File: src/rtl/rf_wport_arbiter.sv
// rtl/rf_wport_arbiter.sv - register-file write-port arbiter between WB and a buffered aux unit
// WB wins the port by default; aux results wait in a small FIFO and are forced through on starvation.
module rf_wport_arbiter #(
  parameter int AUX_DEPTH  = 2,
  parameter int STARVE_MAX = 3
) (
  input  logic        clk,
  input  logic        resetn,
  input  logic        wb_valid,
  input  logic        wb_we,
  input  logic [4:0]  wb_dest,
  input  logic [31:0] wb_wdata,
  input  logic [31:0] wb_pc,
  output logic        wb_ready,
  input  logic        aux_valid,
  input  logic [4:0]  aux_dest,
  input  logic [31:0] aux_wdata,
  input  logic [31:0] aux_pc,
  output logic        aux_ready,
  output logic        rf_we,
  output logic [4:0]  rf_waddr,
  output logic [31:0] rf_wdata,
  output logic [31:0] pend_mask,
  output logic [31:0] debug_wb_pc,
  output logic [3:0]  debug_wb_rf_we,
  output logic [4:0]  debug_wb_rf_wnum,
  output logic [31:0] debug_wb_rf_wdata
);

  localparam int AW = $clog2(AUX_DEPTH);
  localparam int SW = $clog2(STARVE_MAX + 1);

  logic [AW:0]    wr_ptr_q, wr_ptr_d, rd_ptr_q, rd_ptr_d;
  logic [SW-1:0]  starve_cnt_q, starve_cnt_d;
  logic [4:0]     dest_q [AUX_DEPTH];
  logic [4:0]     dest_d [AUX_DEPTH];
  logic [31:0]    data_q [AUX_DEPTH];
  logic [31:0]    data_d [AUX_DEPTH];
  logic [31:0]    pc_q   [AUX_DEPTH];
  logic [31:0]    pc_d   [AUX_DEPTH];

  logic [AW-1:0]  wr_idx, rd_idx, off;
  logic [AW:0]    occ;
  logic           empty, full, wb_busy, force_aux, grant_aux, push, pop;
  logic [4:0]     head_dest;
  logic [31:0]    head_data, head_pc;

  always_comb begin
    wr_idx    = wr_ptr_q[AW-1:0];
    rd_idx    = rd_ptr_q[AW-1:0];
    occ       = wr_ptr_q - rd_ptr_q;
    empty     = (wr_ptr_q == rd_ptr_q);
    full      = (wr_idx == rd_idx) && (wr_ptr_q[AW] != rd_ptr_q[AW]);
    head_dest = dest_q[rd_idx];
    head_data = data_q[rd_idx];
    head_pc   = pc_q[rd_idx];

    wb_busy   = wb_valid & wb_we;
    force_aux = !empty && (starve_cnt_q == SW'(STARVE_MAX));
    grant_aux = !empty && (!wb_busy || force_aux);
    push      = aux_valid & !full;
    pop       = grant_aux;

    aux_ready = !full;
    wb_ready  = !(force_aux & wb_busy);

    if (grant_aux) begin
      rf_we       = (head_dest != 5'd0);
      rf_waddr    = head_dest;
      rf_wdata    = head_data;
      debug_wb_pc = head_pc;
    end else begin
      rf_we       = wb_busy && (wb_dest != 5'd0);
      rf_waddr    = wb_dest;
      rf_wdata    = wb_wdata;
      debug_wb_pc = wb_pc;
    end
    debug_wb_rf_we    = {4{rf_we}};
    debug_wb_rf_wnum  = rf_waddr;
    debug_wb_rf_wdata = rf_wdata;

    // An entry is live when its distance from the read index is below the occupancy.
    pend_mask = 32'd0;
    off       = '0;
    for (int i = 0; i < AUX_DEPTH; i++) begin
      off = AW'(i) - rd_idx;
      if ({1'b0, off} < occ) pend_mask[dest_q[i]] = 1'b1;
    end
    pend_mask[0] = 1'b0;

    dest_d = dest_q;
    data_d = data_q;
    pc_d   = pc_q;
    if (push) begin
      dest_d[wr_idx] = aux_dest;
      data_d[wr_idx] = aux_wdata;
      pc_d[wr_idx]   = aux_pc;
    end
    wr_ptr_d = wr_ptr_q + {{AW{1'b0}}, push};
    rd_ptr_d = rd_ptr_q + {{AW{1'b0}}, pop};

    if (empty || grant_aux) starve_cnt_d = '0;
    else                    starve_cnt_d = starve_cnt_q + 1'b1;
  end

  always_ff @(posedge clk or negedge resetn) begin
    if (!resetn) begin
      wr_ptr_q     <= '0;
      rd_ptr_q     <= '0;
      starve_cnt_q <= '0;
      for (int i = 0; i < AUX_DEPTH; i++) begin
        dest_q[i] <= '0;
        data_q[i] <= '0;
        pc_q[i]   <= '0;
      end
    end else begin
      wr_ptr_q     <= wr_ptr_d;
      rd_ptr_q     <= rd_ptr_d;
      starve_cnt_q <= starve_cnt_d;
      dest_q       <= dest_d;
      data_q       <= data_d;
      pc_q         <= pc_d;
    end
  end

endmodule

File: config.mk
export PLATFORM = sky130hd
export DESIGN_NAME = rf_wport_arbiter
export DESIGN_NICKNAME = d
export VERILOG_FILES = /design/src/rtl/rf_wport_arbiter.sv
export SDC_FILE = /design/constraint.sdc
export NUM_CORES = 1
export LEC_CHECK = 0
export ABC_AREA = 1
export BUFFER_PORTS_ARGS = -buffer_cell sky130_fd_sc_hd__buf_2
export CAP_MARGIN = 10
export CORE_MARGIN = 5
export CORE_UTILIZATION = 25
export CTS_CLUSTER_SIZE = 14
export DETAILED_ROUTE_END_ITERATION = 6
export PLACE_DENSITY = 0.43
export SLEW_MARGIN = 40
export SYNTH_ARGS = -nofsm -noshare
export SYNTH_HDL_FRONTEND = slang
export SYNTH_SLANG_ARGS = --single-unit
File: constraint.sdc
create_clock -name clk -period 4.3 [get_ports clk]
set_input_delay 0.215 -clock clk [delete_from_list [all_inputs] [get_ports clk]]
set_output_delay 0.215 -clock clk [all_outputs]
set_load 0.02 [all_outputs]
==> impl.org <==
** Critical path
- Data on the critical path arrives at its endpoint at ~2.9 ns.
- Element type at the critical path end :: output pin
- The worst setup path is of the reg -> out kind.
- Delay of the slowest critical-path stage :: 0.62 ns
- The signal on the critical path passes through ha_1 > nand3_2 > o21ai_4 > buf_4 > nand2_1 > o21ai_0 > buf_2.
- The number of buffers and inverters on the critical path is 2.
- STA puts the critical path data required time at roughly 4.1 ns.
- Among all stages on the critical path, the largest delay is contributed by dfrtp_4.
- Along the worst path, the maximum fanout reaches 68.
- The cell family contributing the most delay on the critical path is buffers and inverters.
- Setup crit start kind :: flop

** Clocking
- PostCTS Resize Cnt :: 0
- CTS HTree Levels :: 4
- Clock tree from TritonCTS :: yes
- Worst-Skew Late Latency :: 0.42 ns
- Hold_buf cts :: 20
- CTS saw roughly 140 sinks.
- In this run the deepest clock path goes through 2 buffers.
- Clock transition time at the flip-flop clock pins of the worst setup and hold paths :: approximately 0.070 ns
- Buffers inserted during post-CTS setup optimization :: 0
- CTS buffer count :: 17
- The cell sitting at the root of the clock tree is a clkbuf_16.

** STA
- Final worst path period share :: 72.4%
- Static timing analysis puts the maximum clock frequency at 0.321 GHz.
- Remaining max-slew budget at the tightest pin :: around half
- Final critical path time including I/O delays and setup :: approximately 3.1 ns
- Setup slack of the critical path after layout :: approximately 1.2 ns
- Setup repair after global routing left no endpoint under its margin.
- Final number of setup-violating endpoints :: 0
- Clock Skews :: ~0.0076 ns
- Setup total negative slack on the finished layout was measured at 0 ns.
- The number of max-slew violations in the final report is 0.
- Worst-Margin Slew :: 0.761 ns
- The number of hold violations in the final report was 0.

** Synth
- Of the post-synthesis cell area, the dominant cell type holds between 40% and 50%.
- Synth area leaders :: dfrtp_1 (47%), o21ai_0 (14%), nand2_1 (13%)
- Biggest area consumer among synthesized cells :: dfrtp_1
- After technology mapping, the gate count stands at between 900 and 1000.
- For this run, the register share of the synthesized area comes to ~47%.
- The synthesized design contains roughly 140 register bits.
- Average cell area after synthesis :: between 8 and 9 um2
- Number of library cell types mapped by synthesis :: 22
- The number of nets in the synthesized netlist is between 1000 and 1500.
- For this run, the number of Yosys warnings is 0.
- Cell area after synthesis :: just under 0.008 mm2

** Route
- Via count :: 6875
- Drt first pass iters :: 4
- In the routed design, unresolved DRC markers number 0.
- Detail-routed net length per standard cell :: between 10 and 15 um
- After detailed routing, the total wire length is 22500 um.
- After detailed routing, the number of vias per cell comes to ~4.3.
- In this run, the number of DRC markers left after iteration 0 of detailed routing was roughly 320.
- DRT antenna net count :: 0

** Pwr
- Lkg Pwr :: just under 5 nW
- Dividing total power by cell area gives a power density of between 900 and 1000 mW/mm2.
- Peak ir drop on the vdd network :: between 0.3 and 0.4 mV

** Status
- Result of the run :: complete, no violations

** Die
- Std-Cell Core Area :: around 0.03 mm2
- In this run the count of I/O pins placed on the die edge is approximately 290.
- Row generation in the floorplan step produced 64 rows.
- DIE WIDTH :: 186 um
- Initial Utilization :: between 20% and 30%
- DIE HEIGHT :: 186 um
- The die covers about 0.034 mm2.

** Cells and area
- In the final layout, the share of cells above drive strength 1 is about 34%.
- The finished layout holds about 1600 standard cells, fillers aside.
- From synthesis to final layout, the design area changed by 30.3%.
- Measured on the finished design, the core utilization comes to about a third.
- Counting the fill cells in the layout gives roughly 3300.
- Final-stage net count :: ~1300

** GRT
- Maximum number of pins on one net before global-route repair :: approximately 110
- Remaining Overflow, GRT :: 0
- The number of global-route vias before repair came to 6620.
- The number of antenna violations at the first check in global routing is 4.
- First-pass GRT wire length :: 34700 um
- Global-route usage over all layers :: 12.7%

** Flow run
- Max Cap Viol :: 0

** Worst hold path
- The min-delay analysis places its worst path in the category in -> reg.

** Placement
- Input and output buffers added on the ports amount to around 290.
- After legalization and detailed placement, the total HPWL measured 16100 um.
- DP Worst Slack :: roughly 1.6 ns
- The number of placed instances, taps included, is 1534.
- Global placer's final weighted congestion :: around 0.76
## synthesized netlist by cell type
master      n
o21ai_0   220
inv_1      85
nand3_1    15
and2_1      1
buf_4      42
mux2_2     64
buf_6       5
conb_1      1
inv_2       1
clkbuf_1   25
ha_1        7
xor2_1      2
o21ai_4     1
nand3b_1    1
nand2_1   265
nand3_2     1
nor2_1      6
buf_1       1
buf_2      21
o21ai_1    16
nor3_1     13
dfrtp_1   144
## metrics by stage
| stage | instance area [um2] | hold WS [ns] | power [mW] |
|---|---|---|---|
| after global routing | 10000 | 0.00763 | 10.2 |
| after CTS | 10000 | 0.000475 | 9.54 |
| after floorplan | 7710 | -0.0806 | 6.64 |
| after detailed placement | 9230 | 0.310 | 7.97 |
| after global placement | 9160 | 0.320 | 7.88 |
| final | 10000 | 0.0244 | 9.34 |
## worst paths after layout
| check | startpoint | end | slack, ns | cells after the start |
|---|---|---|---|---|
| max | rd_ptr_q[0] | debug_wb_rf_wdata[10] | 1.19 | 7 |
| min | aux_wdata[7] | data_q[7] | 0.02 | 3 |
| max reg2reg | rd_ptr_q[0] | data_q[36] | 1.74 | 7 |
| max in group asynchronous | resetn | pc_q[13] | 2.96 | 4 |
| min in group asynchronous | resetn | data_q[14] | 0.24 | 2 |
| min reg2reg | starve_cnt_q[0] | starve_cnt_q[0] | 0.43 | 1 |
## where the power goes
group | internal (mW) | total (mW) | leakage, nW | switching [mW]
Combinational | 1.83 | 5.49 | 2.88 | 3.67
Sequential | 2.04 | 2.36 | 1.74 | 0.319
Clock | 0.835 | 1.49 | 0.289 | 0.657
## routing by layer
metal  vias to the layer above  GRT usage, %  wire length, um
met1                      3180          16.7            10300
met2                       190          21.1            10500
met5                         -             0               22
met4                         6          3.09              198
met3                        19          3.03             1460
li1                       3480             -                -
## kinds of logic after synthesis
logic type,Yosys count,synth area share [%]
buf+inv,180,11.6
compound gates,237,15.5
flops,144,46.7
xor+xnor,2,0.227
fa+ha+maj,7,1.14
other cells,1,0.0486
simple gates,302,15.3
mux,64,9.35
## worst register-to-register path, cell delays in order, from the launching register on
cell and delay [ns]:
dfrtp_4 0.62, ha_1 0.35, nand2_1 0.09, nand2_1 0.06
inv_1 0.13, ha_4 0.49, buf_12 0.30, mux2_2 0.40
## area by class of cell
class                   instances  area, um2  share of cell area (%)
clock buffers                  18        439                    4.37
diodes                          1       2.50                  0.0249
inverters                      86        323                    3.21
repair buffers                316       1770                    17.7
flip-flops and latches        144       3610                    35.9
multi-input cells             613       3250                    32.4
well taps                     396        495                    4.93
clock inverters                14        149                    1.48
## flip-flops by register name, summed over array words and instances, names as in the netlist
name          flops
starve_cnt_q      2
data_q           64
dest_q           10
wr_ptr_q          2
rd_ptr_q          2
pc_q             64
## placed cells by master, fill, tap and decap left out, drive strengths merged
| cell type | Yosys | final |
|---|---|---|
| ha | 7 | 7 |
| clkinvlp | 0 | 1 |
| diode | 0 | 1 |
| nor3 | 13 | 13 |
| nand3 | 16 | 16 |
| clkinv | 0 | 6 |
| and2 | 1 | 1 |
| mux2 | 64 | 64 |
| o21ai | 237 | 237 |
| nand3b | 1 | 1 |
| xor2 | 2 | 2 |
| dlygate4sd3 | 0 | 20 |
| nand2 | 265 | 265 |
| nor2 | 6 | 6 |
| inv | 86 | 92 |
| clkbuf | 25 | 18 |
| dfrtp | 144 | 144 |
| conb | 1 | 1 |
| buf | 69 | 296 |
| bufinv | 0 | 1 |
Power figures use the tool's default switching activity.
